--- src/rtl/adc_fp_feeder.sv ---
// -----------------------------------------------------------------------------
// adc_fp_feeder
//
// Purpose:
//   Upstream stage of calibration_top. A go pulse in IDLE opens a burst of
//   BURST_LEN signed ADC samples. Each accepted sample is converted to an
//   IEEE-754 single-precision value by a fixed 3-stage pipeline and presented
//   on o_data/o_valid. A one-cycle o_done follows the last result of a burst
//   by exactly one cycle.
//
// Ports:
//   i_clk         system clock, all logic on the rising edge
//   i_rst         synchronous reset, active-high; aborts any burst in flight
//   i_go          start pulse, honoured only in IDLE
//   i_adc_data    ADC sample code (two's complement, or offset binary when
//                 ADC_OFFSET_BIN_EN is defined)
//   i_adc_valid   sample qualifier, one sample per high cycle (CAPTURE only)
//   o_busy        high in every state except IDLE
//   o_data        IEEE-754 single result, holds its value while o_valid=0
//   o_valid       o_data qualifier, one cycle per result
//   o_done        one-cycle pulse one cycle after the last result of a burst
//   o_dbg_state   current FSM state (IDLE=0, CAPTURE=1, FLUSH=2, DONE=3)
//
// Handshake:
//   There is no backpressure in either direction. An input sample is taken
//   on every rising edge where i_adc_valid=1 and the FSM is in CAPTURE; the
//   matching result appears with o_valid=1 exactly three cycles later, and
//   the consumer must take it in that cycle.
//
// Configuration:
//   ADC_OFFSET_BIN_EN  when defined, i_adc_data is offset binary and its MSB
//                      is inverted before the sign/magnitude split.
//
// Parameters:
//   ADC_W      ADC code width, 2..24 (every code converts exactly)
//   BURST_LEN  samples accepted per go, >= 1
//   CNT_W      sample counter width, 2**CNT_W > BURST_LEN
// -----------------------------------------------------------------------------
module adc_fp_feeder #(
  parameter int ADC_W     = 12,
  parameter int BURST_LEN = 16,
  parameter int CNT_W     = 5
) (
  input  logic             i_clk,
  input  logic             i_rst,
  input  logic             i_go,
  input  logic [ADC_W-1:0] i_adc_data,
  input  logic             i_adc_valid,
  output logic             o_busy,
  output logic [31:0]      o_data,
  output logic             o_valid,
  output logic             o_done,
  output logic [1:0]       o_dbg_state
);

  typedef enum logic [1:0] {
    ST_IDLE    = 2'd0,
    ST_CAPTURE = 2'd1,
    ST_FLUSH   = 2'd2,
    ST_DONE    = 2'd3
  } state_t;

  // ---------------------------------------------------------------------------
  // Control state
  // ---------------------------------------------------------------------------
  state_t           r_state;
  logic [CNT_W-1:0] r_cnt;
  logic             r_done;

  // Pipeline registers
  logic             r_s1_valid;
  logic             r_s1_sign;
  logic [ADC_W-1:0] r_s1_mag;

  logic             r_s2_valid;
  logic             r_s2_sign;
  logic             r_s2_zero;
  logic [4:0]       r_s2_pos;
  logic [ADC_W-1:0] r_s2_mag;

  logic             r_s3_valid;
  logic [31:0]      r_s3_data;

  // ---------------------------------------------------------------------------
  // Combinational helpers
  // ---------------------------------------------------------------------------
  logic             w_accept;
  logic             w_last;
  logic             w_drain;
  logic [ADC_W-1:0] w_code;
  logic             w_sign;
  logic [ADC_W-1:0] w_mag;
  logic [4:0]       w_pos;
  logic [7:0]       w_exp;
  logic [23:0]      w_ext;
  logic [23:0]      w_shift;
  logic [22:0]      w_mant;

  assign w_accept = (r_state == ST_CAPTURE) && i_adc_valid;
  assign w_last   = (r_cnt == CNT_W'(BURST_LEN - 1));

  // Once stages 1 and 2 are empty in FLUSH, stage 3 holds at most the final
  // result, which leaves the pipeline on the same edge that enters DONE.
  // That places o_done exactly one cycle after the last o_valid, and all
  // three valid bits are clear during the DONE cycle.
  assign w_drain  = !r_s1_valid && !r_s2_valid;

  // ---------------------------------------------------------------------------
  // FSM
  // ---------------------------------------------------------------------------
  always_ff @(posedge i_clk) begin
    if (i_rst) begin
      r_state <= ST_IDLE;
      r_cnt   <= '0;
      r_done  <= 1'b0;
    end else begin
      r_done <= 1'b0;
      case (r_state)
        ST_IDLE: begin
          // i_adc_valid is ignored here, including in the go cycle itself.
          if (i_go) begin
            r_state <= ST_CAPTURE;
            r_cnt   <= '0;
          end
        end
        ST_CAPTURE: begin
          // A go seen here is deliberately ignored; the count carries on.
          if (w_accept) begin
            r_cnt <= r_cnt + CNT_W'(1);
            if (w_last) begin
              r_state <= ST_FLUSH;
            end
          end
        end
        ST_FLUSH: begin
          if (w_drain) begin
            r_state <= ST_DONE;
            r_done  <= 1'b1;
          end
        end
        ST_DONE: begin
          r_state <= ST_IDLE;
        end
        default: begin
          r_state <= ST_IDLE;
        end
      endcase
    end
  end

  // ---------------------------------------------------------------------------
  // Stage 1: sign / magnitude
  // ---------------------------------------------------------------------------
`ifdef ADC_OFFSET_BIN_EN
  // Offset binary becomes two's complement by flipping the MSB.
  assign w_code = {~i_adc_data[ADC_W-1], i_adc_data[ADC_W-2:0]};
`else
  assign w_code = i_adc_data;
`endif

  assign w_sign = w_code[ADC_W-1];
  // The most negative code negates to 2**(ADC_W-1), which still fits when
  // the magnitude is read as unsigned.
  assign w_mag  = w_sign ? (~w_code + ADC_W'(1)) : w_code;

  always_ff @(posedge i_clk) begin
    if (i_rst) begin
      r_s1_valid <= 1'b0;
      r_s1_sign  <= 1'b0;
      r_s1_mag   <= '0;
    end else begin
      r_s1_valid <= w_accept;
      if (w_accept) begin
        r_s1_sign <= w_sign;
        r_s1_mag  <= w_mag;
      end
    end
  end

  // ---------------------------------------------------------------------------
  // Stage 2: leading-one position
  // ---------------------------------------------------------------------------
  // Ascending scan, so the highest set bit wins.
  always_comb begin
    w_pos = 5'd0;
    for (int i = 0; i < ADC_W; i++) begin
      if (r_s1_mag[i]) begin
        w_pos = 5'(i);
      end
    end
  end

  always_ff @(posedge i_clk) begin
    if (i_rst) begin
      r_s2_valid <= 1'b0;
      r_s2_sign  <= 1'b0;
      r_s2_zero  <= 1'b0;
      r_s2_pos   <= '0;
      r_s2_mag   <= '0;
    end else begin
      r_s2_valid <= r_s1_valid;
      if (r_s1_valid) begin
        r_s2_sign <= r_s1_sign;
        r_s2_zero <= (r_s1_mag == '0);
        r_s2_pos  <= w_pos;
        r_s2_mag  <= r_s1_mag;
      end
    end
  end

  // ---------------------------------------------------------------------------
  // Stage 3: exponent, mantissa, assembly
  // ---------------------------------------------------------------------------
  assign w_exp   = 8'd127 + {3'b000, r_s2_pos};
  // Shifting the leading one up to bit 23 leaves the bits below it
  // left-aligned in [22:0]; the implicit one drops off the top.
  assign w_ext   = 24'(r_s2_mag);
  assign w_shift = w_ext << (5'd23 - r_s2_pos);
  assign w_mant  = w_shift[22:0];

  always_ff @(posedge i_clk) begin
    if (i_rst) begin
      r_s3_valid <= 1'b0;
      r_s3_data  <= 32'h0000_0000;
    end else begin
      r_s3_valid <= r_s2_valid;
      if (r_s2_valid) begin
        // Zero always comes out as +0.0, never -0.0.
        if (r_s2_zero) begin
          r_s3_data <= 32'h0000_0000;
        end else begin
          r_s3_data <= {r_s2_sign, w_exp, w_mant};
        end
      end
    end
  end

  // ---------------------------------------------------------------------------
  // Outputs
  // ---------------------------------------------------------------------------
  assign o_data      = r_s3_data;
  assign o_valid     = r_s3_valid;
  assign o_done      = r_done;
  assign o_busy      = (r_state != ST_IDLE);
  assign o_dbg_state = r_state;

endmodule

--- config.mk ---
export PLATFORM = sky130hd
export DESIGN_NAME = adc_fp_feeder
export DESIGN_NICKNAME = d
export VERILOG_FILES = /design/src/rtl/adc_fp_feeder.sv
export SDC_FILE = /design/constraint.sdc
export NUM_CORES = 1
export LEC_CHECK = 0
export BUFFER_PORTS_ARGS = -buffer_cell sky130_fd_sc_hd__buf_4
export CAP_MARGIN = 25
export CORE_MARGIN = 5
export CORE_UTILIZATION = 51
export DETAILED_ROUTE_END_ITERATION = 6
export MAX_ROUTING_LAYER = met4
export PLACE_DENSITY = 0.76
export SLEW_MARGIN = 10
export SYNTH_ARGS = -nofsm -noshare
export SYNTH_HDL_FRONTEND = slang
export SYNTH_SLANG_ARGS = --single-unit
export TNS_END_PERCENT = 5
--- constraint.sdc ---
create_clock -name i_clk -period 1.4 [get_ports i_clk]
set_input_delay 0.07 -clock i_clk [delete_from_list [all_inputs] [get_ports i_clk]]
set_output_delay 0.07 -clock i_clk [all_outputs]
set_load 0.02 [all_outputs]
=== After elaboration in Yosys (flattened, before gate mapping) ===
Cells that the tools add are included.
W data, S select, Z words.

* Bits in registers: 75
* Latch bits: 0
* RAM bits: 0
* Bits in read-only memories: 0
* Input bits: 16
* Output and inout port bits: 37
* Logic and storage cells: 61
* Memories: 0

* Add/sub/neg operators: 4
* $mul: 0
* Divide/modulo/power cells: 0
* Order comparisons: 0
* Eq/ne operators: 8
* Shift-type cells: 1
* Mux-type cells: 22
* Bitwise gates (word level): 2
* Reductions and logical operators: 11

{| class="wikitable"
|+ Operators with widths
! operator !! number
|-
| $mux W5 || 12
|-
| $mux W32 || 1
|-
| $shl A12 B5 Y23 || 1
|-
| $add A12 B1 Y12 const B || 1
|-
| $logic_not A12 Y1 || 1
|-
| $mux W12 || 1
|-
| $not A12 Y12 || 1
|-
| $pmux W5 S2 || 1
|-
| $add A7 B5 Y8 const A || 1
|-
| $mux W2 || 4
|-
| $ne A2 B2 Y1 const B || 4
|-
| $pmux W2 S4 || 1
|-
| $add A5 B1 Y5 const B || 1
|-
| $eq A5 B4 Y1 const B || 1
|-
| $sub A5 B5 Y5 const A || 1
|-
| $eq A2 B2 Y1 const B || 2
|-
| $reduce_and A4 Y1 || 1
|-
| $reduce_bool A2 Y1 || 2
|-
| $reduce_and A3 Y1 || 1
|-
| $eq A2 B1 Y1 const B || 1
|-
| $logic_and A1 B1 Y1 || 2
|-
| $logic_not A1 Y1 || 2
|-
| $logic_not A2 Y1 || 1
|-
| $mux W1 || 2
|-
| 2 further kinds || 2
|}

=== Longest topological paths before layout ===
Gate-level depths: netlist (run 1).

* Word-level depth: 11
* Depth in mapped cells: 8
* Gate-level depth less buffers: 7

=== Worst setup path after synthesis (run 1) ===
Ideal clock, no wire load.

* Path type: reg-to-reg
* From: register r_state[1] (netlist: o_dbg_state[1])
* To: register r_cnt[2]
* Library setup time: 0.086 ns
* Data arrival time: 1.530 ns
* Required time: 1.314 ns
* Path slack: -0.216 ns
* Stages on the path, launching flop included: 8
* Buffers on the path: 1
* Period minus slack after synthesis: 1.616 ns
* Cell sequence: dfxtp_1 inv_1 ha_1 and2_1 clkbuf_1 o211ai_1 xor2_1 a211oi_1

* Longest elaborated chain between the ends: 4
* Elaborated cells between the ends (all ways): 8
* Those cells by class: eq/ne (3); mux (1); reduce/logical (4)

{| class="wikitable"
|+ Ends and longest elaborated chain
! item !! line !! RTL
|-
| start, declared || 66 || <nowiki>state_t r_state;</nowiki>
|-
| start signal, assigned || 113 || <nowiki>r_state <= ST_IDLE;</nowiki>
|-
| start signal, assigned || 122 || <nowiki>r_state <= ST_CAPTURE;</nowiki>
|-
| start signal, assigned || 131 || <nowiki>r_state <= ST_FLUSH;</nowiki>
|-
| $eq A2 B1 Y1 || 99, 118 ||
|-
| $logic_and A1 B1 Y1 || 99 || <nowiki>assign w_accept = (r_state == ST_CAPTURE) && i_adc_valid;</nowiki>
|-
| $ne A2 B2 Y1 (no line) || -- ||
|-
| $reduce_and A3 Y1 (no line) || -- ||
|-
| end signal, assigned || 129 || <nowiki>r_cnt <= r_cnt + CNT_W'(1);</nowiki>
|-
| end, declared || 67 || <nowiki>logic [CNT_W-1:0] r_cnt;</nowiki>
|}

Several ways; a longest one is shown, not always the timed one.
A chain may end at the register's enable or synchronous reset.

=== Final worst setup path (run 1) ===
* From: register r_s2_pos[1]
* To: register r_s3_data[16] (netlist: o_data[16])

* Longest elaborated chain between the ends: 3

{| class="wikitable"
|+ Ends and longest elaborated chain
! item !! line !! RTL
|-
| start, declared || 78 || <nowiki>logic [4:0] r_s2_pos;</nowiki>
|-
| start signal, assigned || 205 || <nowiki>r_s2_pos <= w_pos;</nowiki>
|-
| $sub A5 B5 Y5 || 218 || <nowiki>assign w_shift = w_ext << (5'd23 - r_s2_pos);</nowiki>
|-
| $shl A12 B5 Y23 || 218 ||
|-
| $mux W32 || 229 || <nowiki>if (r_s2_zero) begin</nowiki>
|-
| end signal, assigned || 232 || <nowiki>r_s3_data <= {r_s2_sign, w_exp, w_mant};</nowiki>
|-
| end, declared || 82 || <nowiki>logic [31:0] r_s3_data;</nowiki>
|}

Every way passes these cells.

==> out/qor.csv, run 1 <==
stage,metric,value,unit
setup_path,timing.critical_path.arrival,1750,ps
floorplan,pin_count,53,
status,outcome,"complete, but fails checks",
timing,hold_worst_slack,66.1,ps
placement,place_area,4150,um2
logic_synthesis,yosysSeqAreaShare,0.421,
global_route,globalRoute.totalOverflow,0,
timing,relSlewSlack,0.558,
cts,clk_pin_slew,80,ps
routing,dr.first_iter.drc_count,166,
placement,dpl.hpwl,5.88,mm
logic_synthesis,synth_nets,403,
cts,root_buffer,sky130_fd_sc_hd__clkbuf_8,
timing,setup_viol_count_final,10,
logic_synthesis,synth_edf_count,0,
placement,numPortBuffers,52,
global_route,global_route_wire_length_before_repair,13.9,mm
cts,tritoncts,yes,
timing,timing.final.crit_share,1.05,
cells_and_area,final_design_area_no_fill,4580,um2
floorplan,die-width,92.5,um
setup_path,crit_fanout,5,
routing,antenna_violating_nets_post_route,0,
global_route,globalRouteMet1Util,0.247,
setup_path,critPathMaxStageDelay,460,ps
timing,finClkSkew,17.7,ps
routing,vias,3046,
setup_path,critical-path-slowest-cell,sky130_fd_sc_hd__mux4_2,
cells_and_area,regArea,1480,um2
cts,post-cts-setup-buffers,0,
setup_path,worstSetupPathType,reg -> reg,
floorplan,floorplan.initialDensity,0.517,
logic_synthesis,asyncSetResetFlopFracSynth,0,
routing,routed_wire_length_per_instance,15.8,um
cells_and_area,final_layout_size_suffix_gt1_frac,0.341,
logic_synthesis,synth_largest_area_cell,sky130_fd_sc_hd__dfxtp_1,
routing,routed_wl,8.53,mm
floorplan,fp.dieArea,8560,um2
routing,avgViaCountPerCell,5.64,
logic_synthesis,netlist.area_leader.share,0.421,
power,ir_drop,1.07,mV
power,leakage_power_total,1.75,nW
setup_path,worstSetupStartpointType,flip-flop,
cts,cts_buffers,9,
logic_synthesis,number_of_warnings_printed_during_yosys_synthesis,0,
setup_path,critical_path_sink_type,flip-flop,
logic_synthesis,syn-cell-area,3470,um2
cells_and_area,area_added_between_synthesis_and_finish,32.0,%
timing,fin_crit,1470,ps
global_route,grt_util_met2,0.340,
floorplan,core_area,6720,um2
logic_synthesis,yosys_most_used_dff,sky130_fd_sc_hd__dfxtp_1,
global_route,grt_antenna_before_repair,0,
setup_path,crit_path_cell_trace,"buf_6, mux2i_1, buf_4, mux4_2, o22ai_2",
timing,number_of_slew_limit_violations_in_the_final_report,0,
hold_path,hold_path.class,in -> reg,
global_route,groute.layer.met3.usage,0.0512,
timing,tightest_slew,663,ps
job,maxCapViolCount,0,
power,power.switching_fraction,0.309,
power,switchingPower,0.00182,W
power,internal_power,0.00406,W
global_route,grt_max_degree,53,
logic_synthesis,ys_top_cells_by_area,"sky130_fd_sc_hd__dfxtp_1 (42%), sky130_fd_sc_hd__mux2i_1 (8.4%), sky130_fd_sc_hd__nor2_1 (5.4%)",
cts,clk_latency,350,ps
global_route,globalRoute.busiestLayer,met2,
logic_synthesis,synth.distinct_cells,50,
floorplan,die-height,92.5,um
power,power.sequential.fraction,0.414,
cts,clockBufferDepth,2,
placement,global_placement_routability_congestion,0.899,
routing,first_pass_iters,4,
logic_synthesis,synth-seq-cells,73,
floorplan,core.rowCount,30,
setup_path,reg2reg_depth,5,
timing,setup_slack,-69.4,ps
power,power.density_cell_area,1280,nW/um2
global_route,globalRouteTotalUtil,0.207,
power,combinationalPowerShare,0.284,
timing,rsz0062_at_grt,yes,
logic_synthesis,synth.avg_cell_area,9.19,um2
cts,numClockSinks,73,
timing,fmaxAchievable,0.681,GHz
setup_path,critical_path_required,1680,ps
power,power_frac_clock,0.302,
cts,cts_h_tree_depth,3,
timing,timing.final.hold_violations,0,
routing,drcViolationCount,0,
hold_path,timing.hold.worst_path_depth,3,
cells_and_area,fill_cells,486,
cells_and_area,area_of_combinational_cells_with_multiple_inputs,2030,um2
status,violations,setup timing,
logic_synthesis,synthCells,378,
cells_and_area,design.final.nets,480,
cells_and_area,num_antenna_cells,0,
global_route,vias_in_the_first_global_route,2922,
-- final timing paths --
path / startpoint / endpoint / slack [ps]
setup reg to reg: r_s2_pos[1] / o_data[16] / -70
hold / removal: i_adc_data[11] / r_s1_sign / 70
hold reg to reg: o_data[13] / o_data[13] / 450
setup / recovery: r_s2_pos[1] / o_data[16] / -70
-- flip-flops by register name, summed over array words and instances, names as in the netlist --
register,flops
r_s1_mag,12
r_cnt,5
o_valid,1
r_s1_valid,1
o_done,1
o_data,31
o_dbg_state,2
r_s1_sign,1
r_s2_mag,12
r_s2_pos,4
r_s2_sign,1
r_s2_zero,1
r_s2_valid,1
-- cells in the mapped netlist, drive strengths merged (2+ instances only) --
master,instances
or4,3
dfxtp,73
nor2,50
o211ai,3
nand2b,9
nand3,2
o22ai,6
ha,9
buf,16
and2,9
a2bb2oi,3
nor3,13
and3,3
clkbuf,8
o41ai,2
nand2,25
a22oi,3
a211oi,15
inv,12
mux4,6
o21ai,14
xnor2,2
mux2i,29
nor4,3
o32ai,2
a32oi,3
a311oi,2
a31oi,2
o31ai,3
a21oi,16
xor2,10
nor2b,6
o21bai,2
nand3b,3
-- power groups by stage --
stage	clock network [W]	registers, W	logic, W
after floorplan	0	0.00246	0.000896
after global placement	0	0.00245	0.00140
after detailed placement	0	0.00246	0.00144
after CTS	0.00180	0.00242	0.00158
after global routing	0.00189	0.00246	0.00183
final	0.00178	0.00243	0.00167
-- stage by stage --
step,util,setup TNS [ps],setup slack (ps),power [W],instances
after global routing,0.682,-1120,-103,0.00618,540
after CTS,0.662,-261,-73.6,0.00580,540
final,0.682,-311,-69.4,0.00588,540
after global placement,0.617,-755,-98.7,0.00385,522
after detailed placement,0.617,-2170,-184,0.00389,522
after floorplan,-,-258,-24.3,0.00335,378
-- repair_timing --
item / 4_1_cts / 5_1_grt
endpoints found under the setup margin: 45 / 35
pin swaps: 3 / 7
endpoints found under the hold margin: 6 / 0
resized for setup: 22 / 28
hold buffers: 2 / 0
-- cell families after synthesis --
family | count (synthesis) | share of synthesized area
AO/OA/AOI/OAI | 80 | 0.159
flip-flops | 73 | 0.421
XOR/XNOR | 12 | 0.0303
multiplexers | 36 | 0.126
buffers and inverters | 37 | 0.0483
adder cells (fa/ha/maj) | 9 | 0.0324
AND/OR/NAND/NOR | 131 | 0.183
-- area by class of cell --
class                      instances  share of cell area
clock inverter                     6              0.0183
multi-input combinational        268               0.444
timing repair buffer              90               0.155
tap                               80              0.0218
sequential                        73               0.322
clock buffer                      10              0.0278
inverter                          13              0.0115
-- worst max-delay path, delay by kind of cell, from the launching register on --
kind | cells | cell delay, ps
multiplexers | 2 | 570
flip-flops | 1 | 380
buffers and inverters | 2 | 300
AO/OA/AOI/OAI | 1 | 150
-- per-layer routing --
layer	routed length [um]	part of all wire
met1	3710	0.44
met2	4340	0.51
met3	357	0.042
met4	116	0.014
met5	0	0
-- placed cells by master (no fill, tap or decap), drive strengths merged, types with 10 or more instances in the layout --
master	count
a211oi	15
a21oi	16
buf	88
clkbuf	10
dfxtp	73
inv	12
mux2i	29
nand2	25
nor2	50
nor3	13
o21ai	14
xor2	10
Note: power is estimated with default switching activity, not from simulation.
==> run 2, diff against run 1 <==
Settings changed: CORE_MARGIN 5 to not set, PLACE_DENSITY 0.76 to 0.75.
==> out/qor.csv, run 2 (synthesized netlist as in run 1, its figures left out) <==
stage,metric,value,unit,change
status,outcome,"complete, but fails checks",,
status,violations,"DRC, setup timing",,
cells_and_area,num_antenna_cells,0,,unchanged
timing,timing.final.hold_violations,0,,unchanged
hold_path,hold_path.class,in -> reg,,
floorplan,pin_count,53,,unchanged
cells_and_area,fin_cells,537,,-0.56%
timing,timing.final.crit_share,1.04,,-0.0101
floorplan,fp.dieArea,7140,um2,-17%
global_route,global_route_wire_length_before_repair,13.4,mm,-3.7%
setup_path,reg2reg_depth,7,,+2
setup_path,r2r-start,r_cnt[0],,
power,ir_drop,1.26,mV,+18%
setup_path,worst-r2r-setup-slack,-60,ps,about the same
setup_path,worstSetupStartpointType,flip-flop,,
cells_and_area,layout_common_cells,"sky130_fd_sc_hd__buf_4 (83), sky130_fd_sc_hd__dfxtp_1 (65), sky130_fd_sc_hd__nor2_1 (49), sky130_fd_sc_hd__nand2_1 (25), sky130_fd_sc_hd__mux2i_1 (23)",,
placement,numPortBuffers,52,,unchanged
timing,number_of_slew_limit_violations_in_the_final_report,0,,unchanged
global_route,globalRouteTotalUtil,0.244,,+0.0375
hold_path,hold_end,r_s1_sign,,
setup_path,critPathMaxStageDelay,340,ps,-120 ps
global_route,vias_in_the_first_global_route,2861,,-2.1%
timing,relSlewSlack,0.609,,+0.0518
global_route,grt_antenna_before_repair,0,,unchanged
floorplan,die-height,84.5,um,-8.6%
cts,cts_h_tree_depth,3,,unchanged
routing,avgViaCountPerCell,5.66,,+0.26%
floorplan,floorplan.initialDensity,0.538,,+0.0208
routing,routed_wire_length_per_instance,15.4,um,-2.3%
floorplan,die-width,84.5,um,-8.6%
placement,global_placement_routability_congestion,0.933,,+3.8%
routing,dr.first_iter.drc_count,158,,-4.8%
placement,place_area,4140,um2,-0.15%
routing,routed_wl,8.28,mm,-2.9%
global_route,grt_max_degree,52,,-1.9%
cts,numClockSinks,73,,unchanged
cts,cts_buffers,9,,unchanged
cts,tritoncts,yes,,
setup_path,worstSetupPathType,reg -> reg,,
setup_path,critical_path_required,1630,ps,-50 ps
timing,fin_crit,1460,ps,-14.1 ps
cts,clk_latency,360,ps,about the same
power,switchingPower,0.00185,W,+1.8%
cts,clk_pin_slew,80,ps,about the same
power,power.density_cell_area,1270,nW/um2,-1.3%
cells_and_area,final_design_area_no_fill,4560,um2,-0.52%
job,maxCapViolCount,0,,unchanged
setup_path,timing.critical_path.arrival,1680,ps,-70 ps
timing,setup_slack,-55.3,ps,+14.1 ps
hold_path,worstHoldStart,i_adc_data[11],,
timing,fmaxAchievable,0.687,GHz,+0.97%
power,internal_power,0.00393,W,-3.4%
cells_and_area,final_common_cell,sky130_fd_sc_hd__buf_4,,
placement,dp_cells,517,,-0.96%
power,power.switching_fraction,0.320,,+0.0113
setup_path,top_family_by_delay_on_critical_path,flip-flops,,
setup_path,timing.critical_path.mode_cell,sky130_fd_sc_hd__ha_4,,
floorplan,core.rowCount,29,,-3.3%
power,leakage_power_total,1.73,nW,-1.2%
global_route,globalRoute.totalOverflow,0,,unchanged
setup_path,critPathBufInv,0,,-2
routing,vias,3037,,-0.30%
setup_path,critical-path-slowest-cell,sky130_fd_sc_hd__dfxtp_2,,
setup_path,crit_fanout,3,,-2
cts,root_buffer,sky130_fd_sc_hd__clkbuf_8,,
timing,finClkSkew,9.67,ps,-8.07 ps
cells_and_area,design.final.nets,480,,unchanged
setup_path,critical_path_sink_type,flip-flop,,
cts,clockBufferDepth,2,,unchanged
setup_path,crit_path_cell_trace,"ha_4, and3_4, ha_4, a21bo_4, nand3_4, mux2i_1, nor2_1",,
setup_path,worstSetupStartpoint,r_cnt[0],,
cells_and_area,final_layout_size_suffix_gt1_frac,0.339,,-0.00217
cells_and_area,area_added_between_synthesis_and_finish,31.4,%,
power,power.sequential.fraction,0.421,,+0.007
routing,antenna_violating_nets_post_route,0,,unchanged
setup_path,crit-reg2reg-capture,o_dbg_state[1],,
routing,first_pass_iters,6,,+2
cells_and_area,largest_register_ffs,31,,unchanged
floorplan,core_area,6460,um2,-3.9%
placement,dpl.hpwl,5.81,mm,-1.2%
timing,setup_viol_count_final,7,,-3
power,combinationalPowerShare,0.289,,+0.005
timing,tightest_slew,585,ps,-77.6 ps
power,power_frac_clock,0.290,,-0.012
routing,drcViolationCount,12,,+12
hold_path,timing.hold.worst_path_depth,3,,unchanged
timing,rsz0062_at_grt,yes,,
## run 2: cell types whose count changed in the layout (fill, tap and decap cells not counted), sizes merged
cell	before	now
clkinv	5	4
bufinv	2	1
inv	12	11
buf	88	87
clkinvlp	0	4
## run 2: per-stage QoR
step	power, W	hold slack [ps]	setup WS (ps)	TNS (ps)	utilization
2_1_floorplan	0.00335	167	-24.3	-258	-
5_1_grt	0.00607	36.6	-132	-860	0.706
6_report	0.00578	40.5	-55.3	-252	0.706
3_3_place_gp	0.00386	277	-103	-782	0.641
4_1_cts	0.00574	16.9	-62.1	-233	0.693
3_5_place_dp	0.00391	282	-163	-1560	0.641
## run 2: worst max-delay path by stage
stage | end | depth (start not counted)
4_1_cts | o_data[19] | 5
5_1_grt | o_dbg_state[1] | 7
6_report | o_dbg_state[1] | 7
3_5_place_dp | r_s1_mag[10] | 7
2_1_floorplan | r_cnt[2] | 7
3_3_place_gp | r_s1_mag[10] | 7
## run 2: worst min-delay path: stages
cell,delay (ps)
sky130_fd_sc_hd__buf_4,160
sky130_fd_sc_hd__nand2_1,70
sky130_fd_sc_hd__a21oi_1,50
## run 2: timing repair
action | 4_1_cts | 5_1_grt
setup buffers | 1 | 0
hold buffers | 2 | 0
endpoints found under the hold margin | 7 | 0
endpoints found under the setup margin | 41 | 30
cloned | 0 | 1
resized for setup | 28 | 19
pin swaps | 1 | 3
## run 2: final cells by class
type                            count  area [um2]
Fill cell                         484        1900
Multi-Input combinational cell    268        2020
Inverter                           13        53.8
Clock inverter                      6        67.6
Tap cell                           77        96.3
Clock buffer                       10         138
Timing Repair inverter              1        7.51
Timing Repair Buffer               89         706
Sequential cell                    73        1470
## run 2: routing by layer
layer  track usage  up-vias  part of all wire
met1         0.280     1459              0.44
met5             -        -                 0
met2         0.413       63              0.50
met4        0.0894        0             0.021
met3        0.0619       17             0.040
li1              -     1498                 -
## run 2: power groups by stage
stage | sequential [W] | combinational [W] | clock, W
global route | 0.00245 | 0.00182 | 0.00180
detailed placement | 0.00246 | 0.00145 | 0
floorplan | 0.00246 | 0.000896 | 0
CTS | 0.00242 | 0.00159 | 0.00172
global placement | 0.00245 | 0.00141 | 0
finish | 0.00243 | 0.00167 | 0.00168
